`config.mk`:
```
export PLATFORM = sky130hd
export DESIGN_NAME = console_out_arbiter
export DESIGN_NICKNAME = d
export VERILOG_FILES = /design/src/rtl/console_out_arbiter.sv
export SDC_FILE = /design/constraint.sdc
export NUM_CORES = 1
export LEC_CHECK = 0
export BUFFER_PORTS_ARGS = -buffer_cell sky130_fd_sc_hd__buf_2
export CAP_MARGIN = 20
export CORE_MARGIN = 3
export CORE_UTILIZATION = 55
export DETAILED_ROUTE_END_ITERATION = 7
export GPL_TIMING_DRIVEN = 0
export PLACE_DENSITY = 0.84
export SLEW_MARGIN = 20
export SYNTH_ARGS = -nofsm -noshare
export SYNTH_HDL_FRONTEND = slang
export SYNTH_SLANG_ARGS = --single-unit
```
`constraint.sdc`:
```
create_clock -name clk -period 5.9 [get_ports clk]
set_input_delay 0.295 -clock clk [delete_from_list [all_inputs] [get_ports clk]]
set_output_delay 0.295 -clock clk [all_outputs]
set_load 0.02 [all_outputs]
```
`src/rtl/console_out_arbiter.sv`:
```
// Console output arbiter: round-robin acceptance of bytes from NREQ producers
// into a circular FIFO, drained onto out_dat with one out_ctl toggle per
// character and at least GAP cycles between successive toggles.
//
// Handshake: a producer raises req_valid[i] with its byte on req_data and
// holds both stable until req_ready[i]; the byte transfers on the rising edge
// where req_valid[i] & req_ready[i]. Dropping valid before ready is allowed.
// req_ready is combinational, at most one-hot, and never set while full.
module console_out_arbiter #(
  parameter int NREQ  = 2,
  parameter int DEPTH = 8,
  parameter int GAP   = 4
) (
  input  logic                     clk,
  input  logic                     rst,
  input  logic [NREQ-1:0]          req_valid,
  input  logic [8*NREQ-1:0]        req_data,
  output logic [NREQ-1:0]          req_ready,
  output logic [7:0]               out_dat,
  output logic                     out_ctl,
  output logic                     idle,
  output logic [$clog2(DEPTH):0]   level,
  output logic                     dbg_state
);

  localparam int PW = $clog2(DEPTH);
  localparam int LW = PW + 1;
  localparam int IW = (NREQ > 1) ? $clog2(NREQ) : 1;
  localparam int CW = (GAP > 1) ? $clog2(GAP) : 1;

  localparam logic [IW-1:0] LAST_RST = IW'(NREQ - 1);
  localparam logic [CW-1:0] CNT_LOAD = CW'((GAP > 1) ? GAP - 2 : 0);
  localparam logic [LW-1:0] LVL_FULL = LW'(DEPTH);

  typedef enum logic {
    ISSUE = 1'b0,
    HOLD  = 1'b1
  } drain_state_e;

  // Arbiter
  logic [IW-1:0] last_q, last_d;
  logic [IW-1:0] grant_idx;
  logic          grant_vld;
  logic [7:0]    push_data;
  logic          push;
  logic          full;

  // FIFO
  logic [7:0]    mem_q [DEPTH];
  logic [PW-1:0] wptr_q, wptr_d;
  logic [PW-1:0] rptr_q, rptr_d;
  logic [LW-1:0] level_q, level_d;
  logic [7:0]    head;
  logic          pop;

  // Drain engine
  drain_state_e  state_q, state_d;
  logic [CW-1:0] cnt_q, cnt_d;
  logic [7:0]    dat_q, dat_d;
  logic          ctl_q, ctl_d;

  // Full is judged on the registered level, so a same-cycle pop never opens a slot.
  assign full = (level_q == LVL_FULL);
  assign head = mem_q[rptr_q];

  // Round-robin search starting just after the last granted requester.
  always_comb begin
    logic [IW-1:0] cand;
    grant_vld = 1'b0;
    grant_idx = last_q;
    cand      = last_q;
    if (!full) begin
      for (int k = 1; k <= NREQ; k++) begin
        cand = IW'((int'(last_q) + k) % NREQ);
        if (!grant_vld && req_valid[cand]) begin
          grant_vld = 1'b1;
          grant_idx = cand;
        end
      end
    end
  end

  // One-hot ready and the byte of the granted requester.
  always_comb begin
    req_ready = '0;
    push_data = '0;
    for (int i = 0; i < NREQ; i++) begin
      if (grant_vld && (grant_idx == IW'(i))) begin
        req_ready[i] = 1'b1;
        push_data    = req_data[8*i +: 8];
      end
    end
  end

  // A grant is always a transfer: valid is part of the grant condition.
  assign push = grant_vld;

  // Next-state for the round-robin pointer and the FIFO bookkeeping.
  always_comb begin
    last_d  = last_q;
    wptr_d  = wptr_q;
    rptr_d  = rptr_q;
    level_d = level_q;
    if (push) begin
      last_d = grant_idx;
      wptr_d = wptr_q + PW'(1);
    end
    if (pop) begin
      rptr_d = rptr_q + PW'(1);
    end
    level_d = level_q + LW'(push) - LW'(pop);
  end

  // Drain FSM: issue a character when data is present, then hold for GAP-1 cycles.
  always_comb begin
    state_d = state_q;
    cnt_d   = cnt_q;
    dat_d   = dat_q;
    ctl_d   = ctl_q;
    pop     = 1'b0;
    case (state_q)
      ISSUE: begin
        if (level_q != '0) begin
          pop   = 1'b1;
          dat_d = head;
          ctl_d = ~ctl_q;
          if (GAP > 1) begin
            cnt_d   = CNT_LOAD;
            state_d = HOLD;
          end
        end
      end
      HOLD: begin
        if (cnt_q == '0) begin
          state_d = ISSUE;
        end else begin
          cnt_d = cnt_q - CW'(1);
        end
      end
      default: begin
        state_d = ISSUE;
      end
    endcase
  end

  // Control and output registers; reset discards everything queued or in flight.
  always_ff @(posedge clk or posedge rst) begin
    if (rst) begin
      last_q  <= LAST_RST;
      wptr_q  <= '0;
      rptr_q  <= '0;
      level_q <= '0;
      state_q <= ISSUE;
      cnt_q   <= '0;
      dat_q   <= '0;
      ctl_q   <= 1'b0;
    end else begin
      last_q  <= last_d;
      wptr_q  <= wptr_d;
      rptr_q  <= rptr_d;
      level_q <= level_d;
      state_q <= state_d;
      cnt_q   <= cnt_d;
      dat_q   <= dat_d;
      ctl_q   <= ctl_d;
    end
  end

  // FIFO storage; contents are only meaningful between the pointers.
  always_ff @(posedge clk) begin
    if (push) begin
      mem_q[wptr_q] <= push_data;
    end
  end

  assign out_dat   = dat_q;
  assign out_ctl   = ctl_q;
  assign level     = level_q;
  assign idle      = (level_q == '0) && (state_q == ISSUE);
  assign dbg_state = state_q;

endmodule
```
==> results.cfg, run 1 <==
[outcome]
status = finished clean

[global_route]
grt_max_degree = 24
grt_usage_pct = 19.58
grt_remaining_overflow = 0
antenna_found_initial = 0
grt_pass1_vias = 2159
grt_pass1_wl_mm = 10.95

[hold_path]
worstHoldPathType = primary input to async pin

[floorplan]
core_mm2 = 0.006422
start_util_pct = 57.33
die_y_um = 87.83
rows = 29
ioPinCount = 37
die_area_mm2 = 0.007713
die_w_um = 87.83

[setup_path]
startpoint = level[2]$_DFF_PP0_
rr_startpoint = level[2]$_DFF_PP0_
rr_worst_depth = 10
path_class = register to register
crit_end = level[2]$_DFF_PP0_
worstReg2RegEnd = level[2]$_DFF_PP0_
rrSetupSlack_ns = 3.34
critPathMaxFanout = 4
cp-start-kind = register
end_kind = register
cp_data_arrival_time_ns = 2.80
worstPathRequired_ns = 6.14

[synthesis]
avgSynthCellArea_um2 = 15.54
synth_nets = 267
synth-edff-count = 64
yosysMostFrequentCell = edfxtp_1
netlist.area_leader.share_pct = 52.19
synth_common_cells = 64 x edfxtp_1, 22 x dfrtp_1, 17 x mux2_2, 16 x a22o_1, 16 x mux2i_1
synth-main-ff-cell = edfxtp_1
ys_ff_latch = 87
ys_top_cells_by_area = edfxtp_1 52%, dfrtp_1 15%, mux2_2 5.2%
postSynthCellCount = 237
seq_area_frac_synth_pct = 67.86
asyncSetResetFlopFracSynth_pct = 26.44
yosysTopAreaCell = edfxtp_1
netlist_area_mm2 = 0.003682
ys_warn_count = 0
ys_types = 37

[route]
drt-total-wl_mm = 6.798
drc = 0
first_pass_iters = 4
vias_per_cell = 5.656
postRouteAntennaNets = 0
wire_per_inst_um = 18.57
vias = 2070
drtIter0Drc = 144

[pwr]
power_leakage_nw = 1.647
p_per_area_mw_per_mm2 = 542.5
irDropWorstVdd_v = 0.0003125

[timing]
max_slew_margin_pct = 29.47
tns_ns = 0
clock.fmax_ghz = 0.3903
tightest_slew_ns = 1.050
holdWs_ns = 0.1284
layout_setup_ws_ns = 3.338
hold_viol = 0
finalSetupViolCount = 0
period_share_pct = 43.42
rsz0062_at_grt = false
maxSlewViolCount = 0
finalCriticalPeriod_ns = 2.562
fin_skew_ns = 0.01028

[place]
post-place-ws_ns = 3.490
globalplace.congestion = 0.7320
dp_hpwl_mm = 4.620
portBuffers = 36

[cells_and_area]
n_fill_cell = 438
drive_above_1_share_pct = 29.41
area_growth_pct = 13.46
final_core_utilization_pct = 65.05
insertedDiodeCount = 0
nNetsFinal = 314

[clock_network]
cts_tree = done
clkSinkCount = 87
cts_buffer_depth = 2
cts_buffers = 9
post_cts_buffers = 0
clock_latency_ns = 0.36
path_clk_slew_ns = 0.09
ctsResizeCount = 0
htree_levels = 3
hold_buffers = 0
cts_root_buf = clkbuf_8

[job]
max_cap_viol_count = 0
-- critical path: stages, from the launching register on --
cell and delay, ns:
dfrtp_1 0.39, inv_1 0.10, ha_1 0.16, nor3b_1 0.42, or2_2 0.25, inv_1 0.07
ha_1 0.27, inv_1 0.05, ha_1 0.21, fa_1 0.38, xor2_1 0.15
-- placed cells by master, fill, tap and decap left out, types with 3 or more instances in the layout --
| master | n |
|---|---|
| nand2_1 | 4 |
| clkinv_4 | 3 |
| xor2_1 | 3 |
| buf_6 | 3 |
| o31ai_1 | 8 |
| ha_1 | 9 |
| o22ai_1 | 8 |
| clkbuf_1 | 4 |
| a22o_1 | 16 |
| nor3_2 | 3 |
| xnor2_1 | 4 |
| o21ai_0 | 9 |
| mux2_2 | 17 |
| buf_2 | 39 |
| nor2_1 | 5 |
| clkbuf_8 | 9 |
| edfxtp_1 | 64 |
| dfrtp_1 | 22 |
| o211ai_1 | 3 |
| inv_1 | 10 |
| nand2b_1 | 4 |
| mux2i_1 | 16 |
-- worst min path at each step --
stage	start	end	slack, ns	cells past startpoint
finish	rst	out_dat[1]$_DFFE_PP0P_	0.13	2
global route	req_valid[0]	last_q$_DFFE_PP1P_	0.19	2
CTS	rst	out_dat[1]$_DFFE_PP0P_	0.17	2
detailed placement	out_ctl$_DFFE_PP0P_	out_ctl$_DFFE_PP0P_	0.46	1
global placement	out_ctl$_DFFE_PP0P_	out_ctl$_DFFE_PP0P_	0.46	1
floorplan	rst	cnt_q[0]$_DFFE_PP0P_	0.30	1
-- metal layers --
layer  track usage [%]  share of wire [%]  vias up
li1                  -                  -     1003
met1             26.39                 45     1006
met2             31.64                 49       53
met3             3.951                4.5        8
met4             7.531                1.5        0
met5                 0                  0        -
-- stage by stage --
step	total power, mW	instances	cell area [µm²]
2_1_floorplan	1.604	237	3682
3_3_place_gp	1.802	350	3959
3_5_place_dp	1.861	350	3975
4_1_cts	2.269	366	4173
5_1_grt	2.409	366	4178
6_report	2.266	366	4178
-- final cells by class --
cell class / count / area [µm²] / share of cell area, %
clock buffers: 10 / 127.6 / 3.055
well taps: 77 / 96.34 / 2.306
clock inverters: 6 / 70.07 / 1.677
multi-input cells: 128 / 1089 / 26.06
flip-flops and latches: 87 / 2499 / 59.81
inverters: 10 / 37.54 / 0.8985
plain buffers: 12 / 78.83 / 1.887
repair buffers: 36 / 180.2 / 4.313
-- registers in the layout, summed over array words and instances, names as in the netlist --
signal and flops:
dbg_state 1, wptr_q 3, cnt_q 2, last_q 1, rptr_q 3, out_ctl 1, out_dat 8, mem_q 64
level 4
-- power by group --
part	total [mW]	switching (mW)	internal, mW	leakage (nW)
logic	0.863	0.508	0.355	0.684
clock network	0.415	0.216	0.199	0.101
registers	0.988	0.0987	0.890	0.862
-- cell families after synthesis --
| logic type | count (synthesis) | share of synthesized area (%) |
|---|---|---|
| AO/OA/AOI/OAI | 50 | 9.684 |
| XOR/XNOR | 7 | 1.665 |
| adder cells (fa/ha/maj) | 10 | 3.602 |
| buffers and inverters | 22 | 3.160 |
| flip-flops | 87 | 67.86 |
| multiplexers | 34 | 9.854 |
| AND/OR/NAND/NOR | 27 | 4.179 |
Note: power is estimated with default switching activity, not from simulation.
==> run 2: changes to the inputs <==
==> constraint.sdc (replaced) <==
create_clock -name clk -period 2.6 [get_ports clk]
set_input_delay 0.13 -clock clk [delete_from_list [all_inputs] [get_ports clk]]
set_output_delay 0.13 -clock clk [all_outputs]
set_load 0.02 [all_outputs]
==> run 2 against run 1 <==
Effect of this change:
- the run now ends with negative hold slack left
- critical path depth is 1 lower
- worst hold slack lost 0.17 ns
- sequential cell count did not move
- register-to-register slack got worse by 3.2 ns
- cell area rose by 0.12%
- wire length about the same
- clock power is 130% higher
- largest cell class unchanged
- clock skew is 0.0027 ns higher
- highest routed layer unchanged
==> results.cfg, run 2 (synthesis results as in run 1) <==
[outcome]
status = finished with violations
violations = negative hold slack

[timing]
fin_skew_ns = 0.01298
hold_viol = 22
max_slew_margin_pct = 30.00
tightest_slew_ns = 1.042
holdWs_ns = -0.03930
finalSetupViolCount = 0
rsz0062_at_grt = false
tns_ns = 0
finalCriticalPeriod_ns = 2.424
period_share_pct = 93.23
clock.fmax_ghz = 0.4126
maxSlewViolCount = 0

[clock_network]
cts_tree = done
htree_levels = 3
clock_latency_ns = 0.36
cts_buffer_depth = 2
post_cts_buffers = 0
cts_buffers = 9
path_clk_slew_ns = 0.10
cts_root_buf = clkbuf_8
clkSinkCount = 87

[pwr]
p_int_mw = 3.277
switching_share_pct = 36.28
irDropWorstVdd_v = 0.0007094
p_comb_share_pct = 38.1
clkPwrFrac_pct = 18.3
netSwitchingPower_mw = 1.866
seqPwrFrac_pct = 43.6
power_leakage_nw = 1.648
p_per_area_mw_per_mm2 = 1230

[global_route]
grt_max_degree = 24
antenna_found_initial = 0
grt_usage_pct = 19.58
grt_remaining_overflow = 0
grt_pass1_wl_mm = 10.95
grt_pass1_vias = 2159

[job]
max_cap_viol_count = 0

[floorplan]
ioPinCount = 37
start_util_pct = 57.33
die_w_um = 87.83
rows = 29
core_mm2 = 0.006422
die_area_mm2 = 0.007713
die_y_um = 87.83

[cells_and_area]
final_common_cell = edfxtp_1
largest_reg_flops = 64
largest_register = mem_q
nNetsFinal = 314
drive_above_1_share_pct = 29.76
area_growth_pct = 13.59
insertedDiodeCount = 0
mostFrequentLayoutCells = 64 x edfxtp_1, 39 x buf_2, 22 x dfrtp_1

[setup_path]
slowest_delay_ns = 0.42
timing.critical_path.mode_cell = ha_1
worstPathRequired_ns = 2.83
cp_data_arrival_time_ns = 2.65
path_class = register to register
path_cells = inv_1 > ha_1 > or3b_1 > buf_6 > o21ai_2 > ha_1 > inv_1 > ha_1 > fa_1
end_kind = register
cp-start-kind = register
critPathMaxFanout = 7
crit_slowest_cell = fa_1

[route]
vias_per_cell = 5.691
postRouteAntennaNets = 0
wire_per_inst_um = 18.58
drtIter0Drc = 140
drt-total-wl_mm = 6.799
drc = 0
vias = 2083
first_pass_iters = 4

[place]
dp_hpwl_mm = 4.620
portBuffers = 36
globalplace.congestion = 0.7320

[hold_path]
worstHoldPathType = primary input to async pin
[run 2: per-layer routing]
layer / GRT usage, % / up-vias / share of wire (%)
li1: - / 1007 / -
met1: 26.39 / 1012 / 45
met2: 31.64 / 56 / 49
met3: 3.951 / 8 / 4.7
met4: 7.531 / 0 / 1.5
met5: 0 / - / 0
[run 2: critical path, delay by kind of cell, from the launching register on]
family,cells,cell delay (ns)
adder cells (fa/ha/maj),4,1.07
AND/OR/NAND/NOR,1,0.35
AO/OA/AOI/OAI,1,0.17
flip-flops,1,0.39
buffers and inverters,3,0.31
[run 2: power by group through the flow]
| stage | logic (mW) | clock network (mW) | registers, mW |
|---|---|---|---|
| 2_1_floorplan | 1.30 | 0 | 2.34 |
| 3_3_place_gp | 1.86 | 0 | 2.23 |
| 3_5_place_dp | 1.96 | 0 | 2.26 |
| 4_1_cts | 1.96 | 0.948 | 2.24 |
| 5_1_grt | 2.16 | 1.02 | 2.30 |
| 6_report | 1.96 | 0.943 | 2.24 |
[run 2: layout make-up]
cell class | instances | area (µm²)
flip-flops and latches | 87 | 2499
fillers | 438 | 2240
multi-input cells | 128 | 1094
repair buffers | 36 | 180.2
clock buffers | 10 | 127.6
well taps | 77 | 96.34
plain buffers | 12 | 78.83
clock inverters | 6 | 70.07
inverters | 10 | 37.54
[run 2: path summary, 6_finish.rpt]
check,from,to,slack [ns],cells past startpoint
setup / recovery,level[2]$_DFF_PP0_,level[1]$_DFF_PP0_,0.18,9
hold / removal,rst,out_dat[2]$_DFFE_PP0P_,-0.04,2
setup reg to reg,level[2]$_DFF_PP0_,level[1]$_DFF_PP0_,0.18,9
hold reg to reg,out_ctl$_DFFE_PP0P_,out_ctl$_DFFE_PP0P_,0.47,1
max in group asynchronous,rst,out_dat[5]$_DFFE_PP0P_,2.07,2
min in group clk,req_valid[0],last_q$_DFFE_PP1P_,0.01,2
[run 2: repair_timing]
item / 4_1_cts / 5_1_grt
endpoints found under the setup margin: 0 / 3
hold buffers: 0 / 0
gates resized for setup: 0 / 1
[run 2: per-stage QoR]
stage | instances | utilization [%] | area (µm²) | power, mW | setup WS, ns
CTS | 366 | 64.97 | 4173 | 5.148 | 0.04422
global placement | 350 | 61.64 | 3959 | 4.089 | 0.1064
detailed placement | 350 | 61.89 | 3975 | 4.224 | 0.1902
floorplan | 237 | - | 3682 | 3.640 | 0.2791
finish | 366 | 65.13 | 4183 | 5.144 | 0.1761
global route | 366 | 65.13 | 4183 | 5.473 | 0.03283
